## src/rtl/muldiv_unit_if.sv

```systemverilog
// rtl/muldiv_unit_if.sv - pipeline-side handshake and result bus of the multiply/divide unit
interface muldiv_unit_if #(
    parameter int WIDTH = 32
);
    logic             start;
    logic [1:0]       op;
    logic [WIDTH-1:0] src_a;
    logic [WIDTH-1:0] src_b;
    logic             hold;
    logic             flush;
    logic             busy;
    logic             done;
    logic             div_zero;
    logic [WIDTH-1:0] res_hi;
    logic [WIDTH-1:0] res_lo;

    modport master (
        output start, op, src_a, src_b, hold, flush,
        input  busy, done, div_zero, res_hi, res_lo
    );

    modport slave (
        input  start, op, src_a, src_b, hold, flush,
        output busy, done, div_zero, res_hi, res_lo
    );
endinterface

```

## src/rtl/muldiv_unit.sv

```systemverilog
// rtl/muldiv_unit.sv - iterative MIPS-style multiply/divide unit, STEP bits retired per cycle
module muldiv_unit #(
    parameter int WIDTH = 32,
    parameter int STEP  = 2
) (
    input logic          clk,
    input logic          rst,
    muldiv_unit_if.slave bus
);
    localparam int N  = WIDTH / STEP;
    localparam int CW = $clog2(N + 1);
    localparam int DW = 2 * WIDTH;
    localparam int XW = WIDTH + STEP;

    typedef enum logic [1:0] {
        S_IDLE,
        S_BUSY,
        S_DONE
    } state_t;

    state_t state;
    state_t next_state;

    logic accept;
    logic finish;
    logic zero_div;

    // Working state: opnd is |a| for multiply and |b| for divide; work_hi/work_lo
    // form the 2W accumulator (multiply) or remainder/quotient register (divide).
    logic [CW-1:0]    cnt;
    logic             op_div;
    logic             neg_q;
    logic             neg_r;
    logic [WIDTH-1:0] opnd;
    logic [WIDTH-1:0] work_hi;
    logic [WIDTH-1:0] work_lo;

    logic [WIDTH-1:0] res_hi_q;
    logic [WIDTH-1:0] res_lo_q;
    logic             div_zero_q;

    logic             sign_a;
    logic             sign_b;
    logic [WIDTH-1:0] mag_a;
    logic [WIDTH-1:0] mag_b;

    logic [XW-1:0]    mul_sum;
    logic [WIDTH-1:0] mul_hi;
    logic [WIDTH-1:0] mul_lo;
    logic [WIDTH-1:0] div_rem;
    logic [WIDTH-1:0] div_quo;
    logic [WIDTH:0]   trial;
    logic [WIDTH:0]   diff;
    logic [WIDTH-1:0] step_hi;
    logic [WIDTH-1:0] step_lo;

    logic [DW-1:0]    prod;
    logic [DW-1:0]    prod_neg;
    logic [WIDTH-1:0] fix_hi;
    logic [WIDTH-1:0] fix_lo;

    assign bus.busy     = (state == S_BUSY);
    assign bus.done     = (state == S_DONE);
    assign bus.div_zero = div_zero_q;
    assign bus.res_hi   = res_hi_q;
    assign bus.res_lo   = res_lo_q;

    // Operand signs and magnitudes at acceptance; unsigned ops keep raw operands.
    always_comb begin
        sign_a = ~bus.op[0] & bus.src_a[WIDTH-1];
        sign_b = ~bus.op[0] & bus.src_b[WIDTH-1];
        mag_a  = sign_a ? (~bus.src_a + WIDTH'(1)) : bus.src_a;
        mag_b  = sign_b ? (~bus.src_b + WIDTH'(1)) : bus.src_b;
    end

    // State register.
    always_ff @(posedge clk) begin
        if (rst) begin
            state <= S_IDLE;
        end else begin
            state <= next_state;
        end
    end

    // Next state plus accept/finish strobes; flush cancels both and forces IDLE.
    always_comb begin
        next_state = state;
        accept     = 1'b0;
        finish     = 1'b0;
        zero_div   = 1'b0;
        case (state)
            S_IDLE: begin
                accept = bus.start;
            end
            S_BUSY: begin
                if (cnt == CW'(1)) begin
                    finish     = 1'b1;
                    next_state = S_DONE;
                end
            end
            S_DONE: begin
                if (!bus.hold) begin
                    accept     = bus.start;
                    next_state = S_IDLE;
                end
            end
            default: begin
                next_state = S_IDLE;
            end
        endcase
        if (accept) begin
            zero_div   = bus.op[1] && (bus.src_b == '0);
            next_state = zero_div ? S_DONE : S_BUSY;
        end
        if (bus.flush) begin
            next_state = S_IDLE;
            accept     = 1'b0;
            finish     = 1'b0;
            zero_div   = 1'b0;
        end
    end

    // One BUSY step of each algorithm; the multiply shifts the accumulator right
    // by STEP so the next multiplier digit always sits in work_lo[STEP-1:0].
    always_comb begin
        mul_sum = {{STEP{1'b0}}, work_hi}
                + ({{STEP{1'b0}}, opnd} * {{WIDTH{1'b0}}, work_lo[STEP-1:0]});
        mul_hi  = mul_sum[XW-1:STEP];
        mul_lo  = {mul_sum[STEP-1:0], work_lo[WIDTH-1:STEP]};
        div_rem = work_hi;
        div_quo = work_lo;
        trial   = '0;
        diff    = '0;
        for (int i = 0; i < STEP; i++) begin
            trial   = {div_rem, div_quo[WIDTH-1]};
            diff    = trial - {1'b0, opnd};
            div_quo = {div_quo[WIDTH-2:0], ~diff[WIDTH]};
            div_rem = diff[WIDTH] ? trial[WIDTH-1:0] : diff[WIDTH-1:0];
        end
        step_hi = op_div ? div_rem : mul_hi;
        step_lo = op_div ? div_quo : mul_lo;
    end

    // Sign correction applied to the final step's values.
    always_comb begin
        prod     = {step_hi, step_lo};
        prod_neg = ~prod + DW'(1);
        fix_hi   = step_hi;
        fix_lo   = step_lo;
        if (op_div) begin
            if (neg_q) fix_lo = ~step_lo + WIDTH'(1);
            if (neg_r) fix_hi = ~step_hi + WIDTH'(1);
        end else if (neg_q) begin
            fix_hi = prod_neg[DW-1:WIDTH];
            fix_lo = prod_neg[WIDTH-1:0];
        end
    end

    // Datapath: load on accept, iterate in BUSY, publish results only on entry to DONE.
    always_ff @(posedge clk) begin
        if (rst) begin
            cnt        <= '0;
            op_div     <= 1'b0;
            neg_q      <= 1'b0;
            neg_r      <= 1'b0;
            opnd       <= '0;
            work_hi    <= '0;
            work_lo    <= '0;
            res_hi_q   <= '0;
            res_lo_q   <= '0;
            div_zero_q <= 1'b0;
        end else begin
            if (accept) begin
                cnt     <= CW'(N);
                op_div  <= bus.op[1];
                neg_q   <= sign_a ^ sign_b;
                neg_r   <= sign_a;
                opnd    <= bus.op[1] ? mag_b : mag_a;
                work_hi <= '0;
                work_lo <= bus.op[1] ? mag_a : mag_b;
            end else if (state == S_BUSY && !bus.flush) begin
                cnt     <= cnt - CW'(1);
                work_hi <= step_hi;
                work_lo <= step_lo;
            end
            if (finish) begin
                res_hi_q   <= fix_hi;
                res_lo_q   <= fix_lo;
                div_zero_q <= 1'b0;
            end
            if (zero_div) begin
                res_hi_q   <= bus.src_a;
                res_lo_q   <= '1;
                div_zero_q <= 1'b1;
            end
        end
    end
endmodule

```

## src/flat_wrapper.sv

```systemverilog
// flat-port wrapper written by rule: the top's interface ports become plain ports
module muldiv_unit_flat 
#(
    parameter int WIDTH = 32,
    parameter int STEP  = 2
)
  (clk, rst, bus_start, bus_op, bus_src_a, bus_src_b, bus_hold, bus_flush, bus_busy, bus_done, bus_div_zero, bus_res_hi, bus_res_lo);
  muldiv_unit_if #(.WIDTH(WIDTH)) bus_i ();
  input logic clk;
  input logic rst;
  input wire logic [$bits(bus_i.start)-1:0] bus_start;
  input wire logic [$bits(bus_i.op)-1:0] bus_op;
  input wire logic [$bits(bus_i.src_a)-1:0] bus_src_a;
  input wire logic [$bits(bus_i.src_b)-1:0] bus_src_b;
  input wire logic [$bits(bus_i.hold)-1:0] bus_hold;
  input wire logic [$bits(bus_i.flush)-1:0] bus_flush;
  output wire logic [$bits(bus_i.busy)-1:0] bus_busy;
  output wire logic [$bits(bus_i.done)-1:0] bus_done;
  output wire logic [$bits(bus_i.div_zero)-1:0] bus_div_zero;
  output wire logic [$bits(bus_i.res_hi)-1:0] bus_res_hi;
  output wire logic [$bits(bus_i.res_lo)-1:0] bus_res_lo;
  assign bus_i.start = bus_start;
  assign bus_i.op = bus_op;
  assign bus_i.src_a = bus_src_a;
  assign bus_i.src_b = bus_src_b;
  assign bus_i.hold = bus_hold;
  assign bus_i.flush = bus_flush;
  assign bus_busy = bus_i.busy;
  assign bus_done = bus_i.done;
  assign bus_div_zero = bus_i.div_zero;
  assign bus_res_hi = bus_i.res_hi;
  assign bus_res_lo = bus_i.res_lo;
  muldiv_unit #(.WIDTH(WIDTH), .STEP(STEP)) u_core (.clk(clk), .rst(rst), .bus(bus_i));
endmodule
```

## config.mk

```make
export PLATFORM = sky130hd
export DESIGN_NAME = muldiv_unit_flat
export DESIGN_NICKNAME = d
export VERILOG_FILES = /design/src/rtl/muldiv_unit_if.sv /design/src/rtl/muldiv_unit.sv /design/src/flat_wrapper.sv
export SDC_FILE = /design/constraint.sdc
export NUM_CORES = 1
export LEC_CHECK = 0
export ABC_AREA = 1
export BUFFER_PORTS_ARGS = -buffer_cell sky130_fd_sc_hd__buf_2
export CAP_MARGIN = 40
export CELL_PAD_IN_SITES_DETAIL_PLACEMENT = 1
export CELL_PAD_IN_SITES_GLOBAL_PLACEMENT = 2
export CORE_MARGIN = 2
export CORE_UTILIZATION = 31
export CTS_BUF_LIST = sky130_fd_sc_hd__clkbuf_4
export DETAILED_ROUTE_END_ITERATION = 10
export PLACE_DENSITY_LB_ADDON = 0.1
export SKIP_CTS_REPAIR_TIMING = 1
export SYNTH_ARGS = -nofsm -noshare
export SYNTH_HDL_FRONTEND = slang
export SYNTH_SLANG_ARGS = --single-unit
```

## constraint.sdc

```tcl
create_clock -name clk -period 6.2 [get_ports clk]
set_input_delay 0.62 -clock clk [delete_from_list [all_inputs] [get_ports clk]]
set_output_delay 0.62 -clock clk [all_outputs]
set_load 0.01 [all_outputs]
```

==> metrics.md <==
| Metric | Value |
|---|---|
| Syn nets | `roughly 3500` |
| First-pass GRT wire length | `between 150000 and 200000 um` |
| Dpl hpwl | `around 96000 um` |
| Post-Route WL | `roughly 120000 um` |
| Syn_area_per_cell | `between 5 and 6 um^2` |
| Final nets | `a little over 4000` |
| Largest net degree at the start of global routing | `79` |
| Status | `finished, violations left` |
| CP Data Required Time | `6.94 ns` |
| Failing checks | `setup timing` |
| H-tree Lvls | `4` |
| Final hold vios | `0` |
| Metal3 WL | `between 4000 and 5000 um` |
| Worst Skew | `roughly 0.053 ns` |
| Tot Pwr | `about 7.7 mW` |
| Post-Route Utilization | `a little over two fifths` |
| DIE WIDTH | `255.2 um` |
| Clock tree from TritonCTS | `done` |
| Setup TNS | `-2.436 ns` |
| Initial Utilization | `between 30% and 40%` |
| Fillers | `around 8400` |
| GRT overflow | `0` |
| Ys Warns | `0` |
| WL/cell | `around 25 um` |
| Initial DRT Pass Iterations | `5` |
| Worst skew pair latency | `a little over 0.8 ns` |
| Startpoint Class | `flop` |
| Tcrit/Tclk final | `104.2%` |
| DRT met1 WL | `45260 um` |
| Cell Area, Synth | `between 0.015 and 0.02 mm^2` |
| P_leak | `approximately 14 nW` |
| Initial antenna violation count | `8` |
| Port Buffers | `between 100 and 150` |
| Core ar. | `0.06274 mm^2` |
| Hold WS | `about 0.045 ns` |
| Hold crit path type | `input port to flop` |
| Unique masters post-synth | `57` |
| Crit-path max cell delay | `between 0.3 and 0.4 ns` |
| IO Count | `138` |
| Register bit total from synthesis | `171` |
| Via count | `approximately 25000` |
| Clk sink count | `roughly 170` |
| Area grow syn2layout | `34.40%` |
| Site row count | `slightly above 90` |
| CP Max Fanout | `6` |
| Clock slew at reported path FFs | `around 0.24 ns` |
| Finished Layout Cells | `roughly 4700` |
| VDD IR max | `between 0.15 and 0.2 mV` |
| Layout cells sized above 1 | `25.33%` |
| RSZ-0062 raised after global routing | `yes` |
| Dpl cell area | `roughly 0.025 mm^2` |
| Commonest non-fill, non-tap cells in the layout | `nand2_1 (737), inv_1 (508), buf_4 (495), nor2_1 (320), o21ai_0 (247)` |
| Relative slew slack | `between 30% and 40%` |
| Total GRT Usage | `a little over a third` |
| Worst-margin pin slew | `0.9640 ns` |
| Fmax | `approximately 150 MHz` |
| Post-route setup slack | `-0.2591 ns` |
| Post-route minimum period | `between 6 and 7 ns` |
| Max clock buf depth | `2` |
| Post-Place Cells | `4656` |
| Setup crit end kind | `flop` |
| Die area | `approximately 0.065 mm^2` |
| CP Class | `flop to flop` |
| Most Frequent Cell on Critical Path | `nand2_2` |
| Antenna-violating nets left | `0` |
| Root Driver | `clkbuf_4` |
| Pwr dens | `around 290 mW/mm^2` |
| Vias in the first global route | `approximately 26000` |
| # DRC | `0` |
| Critical-path top delay cell | `dfxtp_1` |
| DR WL met2 | `between 50000 and 60000 um` |
| Die height | `255.2 um` |
| Seq/Total Area, Yosys | `between 10% and 20%` |
| Placer Congestion | `approximately 1` |
| Pre-CTS WS | `-0.6648 ns` |
| Finished Cell Area | `around 0.026 mm^2` |
| Starting DRC count in detailed routing | `~1500` |
| # setup viols final | `18` |
| Crit path DAT | `roughly 7 ns` |
| Mapped Cells | `3304` |
| Commonest non-fill, non-tap cell in the layout | `nand2_1` |
| Routed vias/inst | `approximately 5.3` |
| Max-Cap Viols | `0` |
| Max Slew Vio Count | `0` |
| Top routing layer in use | `met5` |
| CTS buffer count | `17` |
[state kept, by name, summed over array words and instances (netlist names), 2 cells and up]
name and flops:
u_core.work_hi 32, u_core.cnt 5, u_core.state 2, u_core.bus.res_hi 32
u_core.opnd 32, u_core.work_lo 32, u_core.bus.res_lo 32
[critical path, delay by kind of cell (launching register included)]
kind,cells,cell delay (ns)
simple gates,33,3.67
flops,1,0.39
buf+inv,7,0.67
compound gates,7,0.87
fa+ha+maj,3,0.73
[logic make-up after synthesis]
logic type	Yosys count	share of synthesized area, %
compound gates	717	20.55
flops	171	17.51
fa+ha+maj	137	10.07
xor+xnor	131	5.867
simple gates	1501	33.16
buf+inv	647	12.85
[power by group]
group | internal (mW) | switching [mW]
Combinational | 2.26 | 3.43
Clock | 0.211 | 0.644
Sequential | 1.14 | 0.0473
[worst paths after layout]
path	from	end	slack, ns	cells after the start
max reg2reg	u_core.opnd[14]	u_core.bus.res_hi[28]	-0.26	50
min reg2reg	u_core.bus.res_hi[25]	u_core.bus.res_hi[25]	0.49	2
max	u_core.opnd[14]	u_core.bus.res_hi[28]	-0.26	50
min	bus_hold	u_core.state[1]	0.04	3
[per-layer routing]
metal  vias to the layer above  track usage, %
met5                         -               0
met4                         2           20.79
met3                       254           3.966
met2                       677           63.84
met1                     12230           39.72
li1                      11850               -
[Yosys cell counts (all sizes together)]
cell type	instances	area share, %
nand2	808	16
inv	526	10
nor2	360	7.3
o21ai	295	7.6
a21oi	272	7.0
nand3	175	4.9
dfxtp	171	18
ha	103	6.6
xor2	100	4.5
clkbuf	81	1.6
nor3	63	1.7
buf	35	1.1
fa	34	3.5
nand4	33	1.1
o211ai	31	1.2
xnor2	31	1.4
o221ai	22	0.99
or2	21	0.67
a31oi	19	0.61
nand3b	19	0.73
a221oi	14	0.63
o21bai	14	0.54
a21o	12	0.46
nor4	12	0.42
a22oi	8	0.31
a211oi	7	0.27
clkinv	5	0.096
o21a	5	0.19
o22ai	5	0.16
a21boi	4	0.15
a221o	3	0.15
and2	3	0.096
nor3b	3	0.12
and3	2	0.064
o221a	2	0.12
or3	2	0.064
a31o	1	0.045
o211a	1	0.051
o311ai	1	0.045
o31ai	1	0.038
[layout make-up]
type | instances | area (um^2) | area share, %
Timing Repair Buffer | 660 | 4765 | 18.13
Inverter | 531 | 1996 | 7.593
Tap cell | 846 | 1059 | 4.027
Clock buffer | 17 | 127.6 | 0.4856
Multi-Input combinational cell | 2487 | 14670 | 55.81
Antenna cell | 6 | 15.01 | 0.05713
Sequential cell | 171 | 3437 | 13.08
Clock inverter | 15 | 216.5 | 0.8236
Note: power is estimated with default switching activity, not from simulation.
